<file path="config.mk">
export PLATFORM = sky130hd
export DESIGN_NAME = ir_rc5_transmitter
export DESIGN_NICKNAME = d
export VERILOG_FILES = /design/src/rtl/ir_rc5_transmitter.sv
export SDC_FILE = /design/constraint.sdc
export NUM_CORES = 1
export LEC_CHECK = 0
export ABC_AREA = 0
export CORE_ASPECT_RATIO = 0.75
export CORE_UTILIZATION = 34
export DETAILED_ROUTE_END_ITERATION = 12
export GPL_ROUTABILITY_DRIVEN = 1
export PLACE_DENSITY_LB_ADDON = 0.15
export RECOVER_POWER = 50
export SLEW_MARGIN = 20
export SYNTH_ARGS = -nofsm -noshare
export SYNTH_HDL_FRONTEND = slang
export SYNTH_SLANG_ARGS = --single-unit
</file>
<file path="constraint.sdc">
create_clock -name Clock -period 6.3 [get_ports Clock]
set_input_delay 0.63 -clock Clock [delete_from_list [all_inputs] [get_ports Clock]]
set_output_delay 0.63 -clock Clock [all_outputs]
set_load 0.02 [all_outputs]
</file>
<file path="src/rtl/ir_rc5_transmitter.sv">
// RC5 IR transmitter: serialises {1,1,toggle,address[4:0],command[5:0]} as Manchester half-bits, then idles for the gap.
// Optional carrier modulation of IrOut is enabled by defining IR_TX_CARRIER_EN.
module ir_rc5_transmitter #(
  parameter int HALF_BIT_CYCLES     = 22225,
  parameter int GAP_HALF_BITS       = 228,
  parameter int CARRIER_HALF_CYCLES = 347
) (
  input  logic       Clock,
  input  logic       Reset_n,
  input  logic       Send,
  input  logic [4:0] Address,
  input  logic [5:0] Command,
  input  logic       Repeat,
  output logic       Ready,
  output logic       Busy,
  output logic       IrOut,
  output logic [1:0] dbg_state
);

  localparam int HW = $clog2(HALF_BIT_CYCLES);
  localparam int GW = (GAP_HALF_BITS > 1) ? $clog2(GAP_HALF_BITS) : 1;

  // Handshake: a request transfers on a rising edge where Send && Ready; Send while Ready=0 is dropped.
  typedef enum logic [1:0] {
    IDLE = 2'd0,
    SEND = 2'd1,
    GAP  = 2'd2
  } state_t;

  if (HALF_BIT_CYCLES < 2) begin : g_bad_half_bit
    $error("HALF_BIT_CYCLES must be at least 2");
  end
  if (GAP_HALF_BITS < 1 || CARRIER_HALF_CYCLES < 1) begin : g_bad_gap_carrier
    $error("GAP_HALF_BITS and CARRIER_HALF_CYCLES must be at least 1");
  end

  state_t          state_q, state_d;
  logic [13:0]     frame_q, frame_d;
  logic            toggle_q, toggle_d;
  logic [HW-1:0]   hb_cnt_q, hb_cnt_d;
  logic [4:0]      hb_idx_q, hb_idx_d;
  logic [GW-1:0]   gap_idx_q, gap_idx_d;
  logic            ready_q, ready_d;
  logic            ir_q, ir_d;
  logic            env_d;
  logic            bit_sel;
  logic            hb_last;

`ifdef IR_TX_CARRIER_EN
  localparam int CW = (CARRIER_HALF_CYCLES > 1) ? $clog2(CARRIER_HALF_CYCLES) : 1;
  logic [CW-1:0]   car_cnt_q, car_cnt_d;
  logic            car_ph_q, car_ph_d;
`endif

  always_comb begin
    state_d   = state_q;
    frame_d   = frame_q;
    toggle_d  = toggle_q;
    hb_cnt_d  = hb_cnt_q;
    hb_idx_d  = hb_idx_q;
    gap_idx_d = gap_idx_q;
    env_d     = 1'b0;
    bit_sel   = 1'b0;
    hb_last   = (hb_cnt_q == HW'(HALF_BIT_CYCLES - 1));

    case (state_q)
      IDLE: begin
        hb_cnt_d  = '0;
        hb_idx_d  = '0;
        gap_idx_d = '0;
        if (Send) begin
          toggle_d = Repeat ? toggle_q : ~toggle_q;
          frame_d  = {2'b11, toggle_d, Address, Command};
          state_d  = SEND;
        end
      end
      SEND: begin
        if (hb_last) begin
          hb_cnt_d = '0;
          if (hb_idx_q == 5'd27) begin
            hb_idx_d = '0;
            state_d  = GAP;
          end else begin
            hb_idx_d = hb_idx_q + 5'd1;
          end
        end else begin
          hb_cnt_d = hb_cnt_q + HW'(1);
        end
      end
      GAP: begin
        if (hb_last) begin
          hb_cnt_d = '0;
          if (gap_idx_q == GW'(GAP_HALF_BITS - 1)) begin
            gap_idx_d = '0;
            state_d   = IDLE;
          end else begin
            gap_idx_d = gap_idx_q + GW'(1);
          end
        end else begin
          hb_cnt_d = hb_cnt_q + HW'(1);
        end
      end
      default: state_d = IDLE;
    endcase

    // Envelope is computed for the next cycle so IrOut leaves a flop with no input-to-output path.
    if (state_d == SEND) begin
      bit_sel = frame_d[4'd13 - hb_idx_d[4:1]];
      env_d   = hb_idx_d[0] ? bit_sel : ~bit_sel;
    end

    ready_d = (state_d == IDLE);

`ifdef IR_TX_CARRIER_EN
    car_cnt_d = '0;
    car_ph_d  = 1'b0;
    if (state_q == IDLE && Send) begin
      car_ph_d = 1'b1;
    end else if (state_d == SEND) begin
      if (car_cnt_q == CW'(CARRIER_HALF_CYCLES - 1)) begin
        car_ph_d = ~car_ph_q;
      end else begin
        car_cnt_d = car_cnt_q + CW'(1);
        car_ph_d  = car_ph_q;
      end
    end
    ir_d = env_d & car_ph_d;
`else
    ir_d = env_d;
`endif
  end

  always_ff @(posedge Clock or negedge Reset_n) begin
    if (!Reset_n) begin
      state_q   <= IDLE;
      frame_q   <= '0;
      toggle_q  <= 1'b0;
      hb_cnt_q  <= '0;
      hb_idx_q  <= '0;
      gap_idx_q <= '0;
      ready_q   <= 1'b1;
      ir_q      <= 1'b0;
`ifdef IR_TX_CARRIER_EN
      car_cnt_q <= '0;
      car_ph_q  <= 1'b0;
`endif
    end else begin
      state_q   <= state_d;
      frame_q   <= frame_d;
      toggle_q  <= toggle_d;
      hb_cnt_q  <= hb_cnt_d;
      hb_idx_q  <= hb_idx_d;
      gap_idx_q <= gap_idx_d;
      ready_q   <= ready_d;
      ir_q      <= ir_d;
`ifdef IR_TX_CARRIER_EN
      car_cnt_q <= car_cnt_d;
      car_ph_q  <= car_ph_d;
`endif
    end
  end

  assign Ready     = ready_q;
  assign Busy      = ~ready_q;
  assign IrOut     = ir_q;
  assign dbg_state = state_q;

endmodule

</file>
==> results of run 1 <==
sequential cells by signal, indices dropped and copies added, names as in the netlist:
register / count
IrOut: 1
Ready: 1
dbg_state: 2
frame_q: 14
gap_idx_q: 8
hb_cnt_q: 15
hb_idx_q: 5
toggle_q: 1
per-stage QoR:
stage	hold slack, ns	utilization (%)	cell area, um^2
2_1_floorplan	0.334	-	2620
3_3_place_gp	0.454	39.2	2900
3_5_place_dp	0.454	39.2	2900
4_1_cts	0.451	40.3	2980
5_1_grt	0.504	40.2	2970
6_report	0.474	40.2	2970
cell usage after synthesis (all sizes together), types with 2 or more instances:
cell type,count
nor2,24
nand4,4
o31ai,4
o21ai,39
a22o,2
nand2,36
xor2,3
xnor2,2
mux2i,9
nand3,13
a21oi,7
a31oi,3
dfrtp,46
nor3,3
and3,7
inv,16
a21o,2
buf,3
ha,9
and4bb,3
mux2,9
or2,2
o211ai,4
clkbuf,6
and2,3
nand2b,6
critical path, cell delays in order (launching register included):
cell and delay [ns]:
dfrtp_1 0.44, inv_1 0.08, ha_1 0.13, and4bb_1 0.23
nand4_2 0.31, nor4_4 0.36, nand2b_4 0.19, nor2_1 0.04
o21ai_0 0.14, o21ai_0 0.13, ha_1 0.45, inv_1 0.14
or2_1 0.24, a211o_1 0.26, o2111ai_1 0.11, a21o_2 0.16
nand3_1 0.07, nor3b_2 0.15
layer usage:
| layer | global-route usage (%) | up-vias |
|---|---|---|
| li1 | - | 1018 |
| met1 | 23.1 | 919 |
| met2 | 18.2 | 30 |
| met3 | 3.21 | 4 |
| met4 | 3.80 | 0 |
| met5 | 0 | - |
placed cells by master (no fill, tap or decap), types with 4 or more instances in the layout:
cell and count:
dfrtp_1 46, o21ai_0 37, nand2_1 36, nor2_1 23
clkdlybuf4s50_1 18, inv_1 15, nand3_1 13, ha_1 9
mux2i_1 8, and3_1 7, a21oi_1 7, mux2_2 6
nand2b_1 5, clkbuf_8 5, o211ai_1 4, o31ai_1 4
layout make-up:
type	instances	area (um^2)	share of cell area [%]
inverters	16	60.1	2.02
clock inverters	1	5.00	0.168
clock buffers	7	76.3	2.57
multi-input cells	208	1340	45.0
flip-flops and latches	47	1180	39.6
well taps	101	126	4.25
repair buffers	20	189	6.36
power by group through the flow:
stage	clock [mW]	combinational, mW	sequential [mW]
final	0.176	0.0149	0.301
after global routing	0.199	0.0172	0.302
after CTS	0.187	0.0161	0.301
after detailed placement	0	0.0160	0.307
after global placement	0	0.0161	0.307
after floorplan	0	0.000339	0.307
cells by family after synthesis:
| logic type | count (synthesis) | synth area share (%) |
|---|---|---|
| simple gates | 110 | 22.5 |
| compound gates | 66 | 14.8 |
| flops | 47 | 44.9 |
| buf+inv | 25 | 3.96 |
| mux | 18 | 7.59 |
| fa+ha+maj | 9 | 4.29 |
| xor+xnor | 5 | 1.96 |
path summary, 6_finish.rpt:
| check | endpoint | slack (ns) | cells past startpoint |
|---|---|---|---|
| setup / recovery | IrOut | 2.57 | 17 |
| hold / removal | frame_q[13] | 0.47 | 1 |
| setup reg to reg | IrOut | 2.57 | 17 |
| hold reg to reg | frame_q[13] | 0.47 | 1 |
| max in group asynchronous | hb_idx_q[1] | 3.59 | 2 |
| min in group asynchronous | gap_idx_q[4] | 1.22 | 2 |
==> impl_metrics.py, run 1 <==
metrics = {
    "sta": {
        "max_freq_ghz": 0.268,
        "rsz0062_at_grt": "false",
        "fin_crit_sh_pct": 59.3,
        "slew_violations": 48,
        "tns_ns": 0,
        "slew-limit-headroom_pct": -73.0,
        "finalCriticalPeriod_ns": 3.73,
        "hold_viol": 0,
        "setup-violations-final": 0,
        "worst_slack_ns": 2.57,
        "tightest_slew_ns": 2.60,
        "finClkSkew_ns": 0.00665,
    },
    "finish": {
        "fin_cells": 400,
        "areaGrowthSynthToFinish_pct": 13.4,
        "final_layout_size_suffix_gt1_share_pct": 9.03,
        "diodes": 0,
        "nFillCells": 728,
        "nNetsFinal": 322,
    },
    "cts": {
        "cts-resized-gates": 0,
        "cts_buffer_depth": 2,
        "insertion_delay_ns": 0.30,
        "h-tree-depth": 2,
        "postCtsSetupBuffers": 0,
        "path_clk_slew_ns": 0.08,
        "hold_buffers": 0,
        "numCtsBuffers": 5,
        "cts_root_buf": "clkbuf_8",
        "cts_tree": "done",
        "cts_num_sinks": 47,
    },
    "pwr": {
        "irDropWorstVdd_uv": 75.4,
        "leakagePower_nw": 1.37,
        "p_clk_share_pct": 35.8,
        "comb_power_share_pct": 3.0,
        "p_int_mw": 0.387,
        "power.switching_mw": 0.106,
        "p_total_mw": 0.493,
        "sw_frac_of_total_pct": 21.4,
        "power_frac_seq_pct": 61.2,
        "powerDensity_mw_per_mm2": 166,
    },
    "critical_path": {
        "crit_fanout": 11,
        "startpoint": "hb_cnt_q[0]",
        "r2r-start": "hb_cnt_q[0]",
        "worst_ep_arrival_time_ns": 3.92,
        "critPathRequiredTime_ns": 6.48,
        "crit_type": "register to register",
        "end_kind": "register",
        "crit_path_start_kind": "register",
    },
    "synthesis": {
        "syn_area_mm2": 0.00262,
        "synth-edff-count": 0,
        "synthFlopType": "dfrtp_1",
        "yosys.area.top_type_share_pct": 43.9,
        "ys.warnings.count": 0,
        "synthCells": 280,
        "synth-seq-area-share_pct": 44.9,
        "synth.largest_area_cell": "dfrtp_1",
        "yosys.cell_types.count": 55,
        "synth_seq_cells": 47,
        "ys_top_cells_by_area": "dfrtp_1 (44%), o21ai_0 (7.1%), nand2_1 (5.0%)",
        "async_flop_share_pct": 100,
        "syn_avg_cell_area_um2": 9.37,
        "syn-num-nets": 304,
    },
    "route": {
        "viasPerCell": 4.93,
        "drc": 0,
        "wl_met2_um": 1950,
        "dr_wl_met3_um": 181,
        "m1WireLength_um": 3000,
        "dr.pass1.iters": 4,
        "drt_iter0_drc": 112,
        "wl_um": 5170,
        "wire_per_inst_um": 12.9,
        "drtAntennaViolNets": 0,
        "top_layer": "met4",
        "vias": 1971,
    },
    "placement": {
        "port_buffers": 19,
        "place_ws_ns": 2.58,
        "globalplace.congestion": 0.741,
        "hpwl_um": 3580,
        "place_inst": 392,
    },
    "grt": {
        "grt_pass1_wl_um": 8880,
        "antenna_found_initial": 0,
        "grt_max_degree": 48,
        "grt_util_all_layers_pct": 14.2,
        "grt_pass1_vias": 1802,
        "gr-total-overflow": 0,
    },
    "floorplanning": {
        "rows": 27,
        "fp.dieH_um": 78.1,
        "die_area_mm2": 0.00807,
        "coreArea_mm2": 0.00740,
        "start_util_pct": 35.4,
        "die_w_um": 103,
        "ios": 20,
    },
    "run_status": {
        "violations": "max-capacitance violations, max-slew violations",
        "status": "finished, violations left",
    },
    "worst_hold_path": {
        "min_from": "frame_q[13]",
        "min_path_type": "register to register",
    },
    "job": {
        "drv_cap": 1,
    },
}
Power figures use the tool's default switching activity.
==> inputs of run 2 (changes only) <==
- clock period: 6.3 -> 3.2 ns (I/O delays scaled with it)
==> run 2 against run 1 <==
  * The run now ends clean
  * Design area increased by 3.7%
  * Sequential share of layout area fell by 1.4 points
  * Hold slack better by 0.0018 ns
  * Critical endpoint unchanged
  * Register-to-register slack worse by 2.4 ns
  * Global-route usage increased by 1.2 points
  * Highest routed layer unchanged
  * Non-clock buffer count is 12 higher
  * Critical path depth unchanged
  * Count of clock-buffer cells in the layout unchanged
  * Clock skew barely moved
==> impl_metrics.py, run 2 (same netlist as run 1, synthesis figures left out) <==
metrics = {
    "floorplanning": {
        "ios": 20,
        "start_util_pct": 35.4,
        "die_area_mm2": 0.00807,
        "rows": 27,
        "coreArea_mm2": 0.00740,
        "fp.dieH_um": 78.1,
        "die_w_um": 103,
    },
    "placement": {
        "hpwl_um": 4100,
        "globalplace.congestion": 0.799,
        "place_inst": 403,
        "placed_area_mm2": 0.00298,
        "port_buffers": 19,
    },
    "finish": {
        "most-common-layout-cells": "dfrtp_1 (46), nand2_1 (35), o21ai_0 (35), nor2_1 (23), clkdlybuf4s50_1 (18)",
        "largest_reg_flops": 15,
        "final_common_cell": "dfrtp_1",
        "top_regs": "hb_cnt_q x15, frame_q x14, gap_idx_q x8",
        "design_area_mm2": 0.00308,
        "final_layout_size_suffix_gt1_share_pct": 13.5,
        "regMostFlops": "hb_cnt_q",
        "areaGrowthSynthToFinish_pct": 17.6,
        "nFillCells": 730,
        "nNetsFinal": 334,
        "fin_cells": 412,
        "diodes": 0,
    },
    "route": {
        "viasPerCell": 5.01,
        "drtAntennaViolNets": 0,
        "wl_um": 5620,
        "drt_iter0_drc": 59,
        "dr.pass1.iters": 4,
        "wire_per_inst_um": 13.6,
        "vias": 2066,
        "drc": 0,
    },
    "sta": {
        "max_freq_ghz": 0.325,
        "rsz0062_at_grt": "true",
        "slew-limit-headroom_pct": 17.7,
        "tightest_slew_ns": 1.23,
        "setup-violations-final": 0,
        "finalCriticalPeriod_ns": 3.08,
        "hold_viol": 0,
        "slew_violations": 0,
        "tns_ns": 0,
        "finClkSkew_ns": 0.00628,
        "fin_crit_sh_pct": 96.1,
    },
    "critical_path": {
        "reg2reg_slack_ns": 0.12,
        "end_kind": "register",
        "critPathRequiredTime_ns": 3.39,
        "worst_ep_arrival_time_ns": 3.26,
        "r2r-start": "hb_cnt_q[0]",
        "reg2reg_depth": 17,
        "crit_path_start_kind": "register",
        "critPathSlowestCell": "dfrtp_1",
        "slowest_delay_ns": 0.39,
        "timing.rr.end": "IrOut",
        "crit_fanout": 5,
        "crit_type": "register to register",
        "path_cells": "inv_1 > ha_1 > and4bb_1 > nand4_2 > nor4_4 > nand2b_4 > nor2_1 > o21ai_1 > o21ai_1 > ha_1 > inv_2 > or2_1 > a211o_1 > o2111ai_2 > a21o_2 > nand3_1 > nor3b_2",
    },
    "worst_hold_path": {
        "min_path_type": "register to register",
        "whs_endpoint": "hb_cnt_q[14]",
        "hold_depth": 1,
        "min_from": "hb_cnt_q[14]",
    },
    "grt": {
        "antenna_found_initial": 0,
        "grt_pass1_wl_um": 9550,
        "gr-total-overflow": 0,
        "grt_max_degree": 27,
        "grt_pass1_vias": 1945,
        "grt_util_all_layers_pct": 15.4,
    },
    "cts": {
        "h-tree-depth": 2,
        "path_clk_slew_ns": 0.08,
        "cts_num_sinks": 47,
        "cts_root_buf": "clkbuf_8",
        "cts_buffer_depth": 2,
        "postCtsSetupBuffers": 0,
        "insertion_delay_ns": 0.30,
        "cts_tree": "done",
        "numCtsBuffers": 5,
    },
    "pwr": {
        "irDropWorstVdd_uv": 139,
        "leakagePower_nw": 1.44,
        "powerDensity_mw_per_mm2": 323,
    },
    "run_status": {
        "status": "finished clean",
    },
    "job": {
        "drv_cap": 0,
    },
}
[run 2: through the flow]
step / worst slack [ns] / hold slack [ns] / utilization, % / total power, mW
4_1_cts: 0.0544 / 0.486 / 41.7 / 1.02
3_3_place_gp: 0.199 / 0.325 / 40.3 / 0.636
6_report: 0.124 / 0.476 / 41.7 / 0.995
3_5_place_dp: 0.100 / 0.325 / 40.3 / 0.637
2_1_floorplan: 0.0622 / 0.0244 / - / 0.606
5_1_grt: -0.155 / 0.513 / 41.7 / 1.05
[run 2: final cells by class]
type / count / area [um^2] / area share [%]
well taps: 101 / 126 / 4.10
flip-flops and latches: 47 / 1180 / 38.2
repair buffers: 32 / 282 / 9.13
inverters: 16 / 60.1 / 1.95
clock inverters: 1 / 5.00 / 0.162
clock buffers: 7 / 86.3 / 2.80
multi-input cells: 208 / 1350 / 43.7
[run 2: worst max path at each step]
stage | startpoint | end | depth (start not counted)
4_1_cts | hb_cnt_q[0] | IrOut | 17
5_1_grt | hb_cnt_q[0] | IrOut | 17
3_5_place_dp | hb_cnt_q[0] | IrOut | 17
3_3_place_gp | hb_cnt_q[0] | IrOut | 17
6_report | hb_cnt_q[0] | IrOut | 17
2_1_floorplan | hb_cnt_q[0] | IrOut | 19
[run 2: where the power goes]
group          switching [mW]  total (mW)  internal (mW)
Clock                   0.197       0.372          0.175
Sequential                  0       0.593          0.593
Combinational          0.0148      0.0305         0.0157
Total                   0.212       0.995          0.784
[run 2: repair_timing]
action / in CTS / in global routing
hold buffers: 1 / 0
endpoints found under the hold margin: 9 / 0
setup endpoints to repair: 0 / 1
gates resized for setup: 0 / 2
[run 2: worst max-delay path, delay by kind of cell, from the launching register on]
family | cells | cell delay (ns)
AO/OA/AOI/OAI | 5 | 0.72
flip-flops | 1 | 0.39
adder cells (fa/ha/maj) | 2 | 0.46
buffers and inverters | 2 | 0.12
AND/OR/NAND/NOR | 8 | 1.26
[run 2: layer usage]
| metal | share of wire [%] | vias to the layer above | track usage [%] |
|---|---|---|---|
| met3 | 3.0 | 8 | 3.56 |
| met1 | 57 | 992 | 24.4 |
| met4 | 0.96 | 0 | 4.23 |
| li1 | - | 1040 | - |
| met2 | 39 | 26 | 20.5 |
| met5 | 0 | - | 0 |
==> inputs of run 3 (changes only) <==
- CORE_UTILIZATION: 34 -> 52
==> run 3 against run 2 <==
  * The run now ends with design-rule violations, max-capacitance violations, max-slew violations left
  * Hold slack got worse by 0.0026 ns
  * Critical path type unchanged
  * Via count increased by 1.6%
  * Power increased by 14%
  * Register-to-register slack got worse by 0.02 ns
  * Die area decreased by 34%
==> impl_metrics.py, run 3 (same netlist as run 1, synthesis figures left out) <==
metrics = {
    "run_status": {
        "status": "finished, violations left",
        "violations": "design-rule violations, max-capacitance violations, max-slew violations",
    },
    "pwr": {
        "irDropWorstVdd_uv": 242,
        "p_total_mw": 1.14,
        "leakagePower_nw": 1.44,
        "powerDensity_mw_per_mm2": 373,
    },
    "critical_path": {
        "end_kind": "register",
        "critPathRequiredTime_ns": 3.40,
        "crit_type": "register to register",
        "slowest_delay_ns": 0.39,
        "path_cells": "inv_1 > ha_1 > and4bb_1 > nand4_2 > nor4_4 > nand2b_4 > nor2_1 > o21ai_1 > o21ai_1 > ha_1 > inv_2 > or2_1 > a211o_1 > o2111ai_2 > a21o_2 > nand3_1 > nor3b_2",
        "crit_fanout": 5,
        "worst_ep_arrival_time_ns": 3.29,
        "critPathSlowestCell": "dfrtp_1",
        "crit_path_start_kind": "register",
    },
    "cts": {
        "insertion_delay_ns": 0.30,
        "hold_buffers": 0,
        "h-tree-depth": 2,
        "cts_num_sinks": 47,
        "path_clk_slew_ns": 0.09,
        "cts_tree": "done",
        "numCtsBuffers": 5,
        "cts_buffer_depth": 2,
        "cts_root_buf": "clkbuf_8",
    },
    "finish": {
        "final_common_cell": "dfrtp_1",
        "most-common-layout-cells": "dfrtp_1 (46), nand2_1 (36), o21ai_0 (35), nor2_1 (23), clkdlybuf4s50_1 (18)",
        "diodes": 0,
        "areaGrowthSynthToFinish_pct": 16.1,
        "fin_cells": 365,
        "regMostFlops": "hb_cnt_q",
        "nFillCells": 397,
        "top_regs": "hb_cnt_q x15, frame_q x14, gap_idx_q x8",
        "fin_util_pct": 65.5,
        "largest_reg_flops": 15,
        "nNetsFinal": 331,
        "final_layout_size_suffix_gt1_share_pct": 12.7,
    },
    "sta": {
        "rsz0062_at_grt": "true",
        "setup-violations-final": 0,
        "tns_ns": 0,
        "max_freq_ghz": 0.323,
        "fin_crit_sh_pct": 96.7,
        "tightest_slew_ns": 2.49,
        "finalCriticalPeriod_ns": 3.09,
        "hold_viol": 0,
        "finClkSkew_ns": 0.00482,
        "slew_violations": 48,
        "slew-limit-headroom_pct": -65.8,
    },
    "floorplanning": {
        "die_area_mm2": 0.00533,
        "fp.dieH_um": 63.5,
        "rows": 21,
        "coreArea_mm2": 0.00465,
        "ios": 20,
        "die_w_um": 84,
        "start_util_pct": 56.4,
    },
    "grt": {
        "grt_pass1_vias": 1962,
        "globalRouteMet3Util_pct": 4.59,
        "grt_util_all_layers_pct": 22.8,
        "use_met1_pct": 34.7,
        "grt_max_degree": 48,
        "top_usage_layer": "met1",
        "met2_usage_pct": 32.2,
        "grt_pass1_wl_um": 9470,
        "antenna_found_initial": 0,
        "gr-total-overflow": 0,
    },
    "route": {
        "vias": 2099,
        "dr.pass1.iters": 8,
        "wl_um": 5440,
        "drt_iter0_drc": 108,
        "wire_per_inst_um": 14.9,
        "viasPerCell": 5.75,
        "drtAntennaViolNets": 0,
        "drc": 1,
    },
    "placement": {
        "place_inst": 353,
        "port_buffers": 19,
        "globalplace.congestion": 0.823,
        "hpwl_um": 3850,
    },
    "job": {
        "drv_cap": 1,
    },
    "worst_hold_path": {
        "min_path_type": "register to register",
    },
}
## run 3: path summary, 6_finish.rpt
check | startpoint | endpoint | slack [ns] | depth (start not counted)
max in group asynchronous | Reset_n | frame_q[3] | 1.02 | 1
min | frame_q[13] | frame_q[13] | 0.47 | 1
min in group asynchronous | Reset_n | gap_idx_q[3] | 0.78 | 1
max reg2reg | hb_cnt_q[1] | IrOut | 0.11 | 17
max | hb_cnt_q[1] | IrOut | 0.11 | 17
min reg2reg | frame_q[13] | frame_q[13] | 0.47 | 1
## run 3: layer usage
| metal | routed length [um] | part of all wire, % |
|---|---|---|
| met1 | 2890 | 53 |
| met2 | 2250 | 41 |
| met3 | 228 | 4.2 |
| met4 | 66 | 1.2 |
| met5 | 0 | 0 |
## run 3: what timing repair did
item,CTS,global route
setup buffers,0,4
gates resized for setup,0,2
setup endpoints to repair,0,1
## run 3: report_power, final
group	leakage [nW]	total (mW)	switching [mW]	internal, mW
Clock	0.0654	0.514	0.202	0.312
Combinational	0.740	0.0284	0.0140	0.0144
Sequential	0.634	0.593	0	0.593
Total	1.44	1.14	0.216	0.920
## run 3: layout make-up
| cell class | count | area [um^2] | area share, % |
|---|---|---|---|
| Clock buffer | 6 | 72.6 | 2.38 |
| Multi-Input combinational cell | 208 | 1350 | 44.2 |
| Inverter | 16 | 60.1 | 1.97 |
| Timing Repair Buffer | 29 | 259 | 8.50 |
| Clock inverter | 2 | 60.1 | 1.97 |
| Sequential cell | 47 | 1180 | 38.7 |
| Tap cell | 57 | 71.3 | 2.34 |
## run 3: worst max-delay path, delay by kind of cell (launching register included)
family	cells	cell delay, ns
compound gates	5	0.74
buf+inv	2	0.12
flops	1	0.39
simple gates	8	1.29
fa+ha+maj	2	0.44
## run 3: per-stage QoR
step	setup slack (ns)	hold slack, ns	area (um^2)
2_1_floorplan	0.0622	0.0244	2630
3_3_place_gp	0.236	0.455	2880
3_5_place_dp	0.166	0.455	2880
4_1_cts	0.115	0.231	3010
5_1_grt	-0.0788	0.507	3050
6_report	0.105	0.474	3050
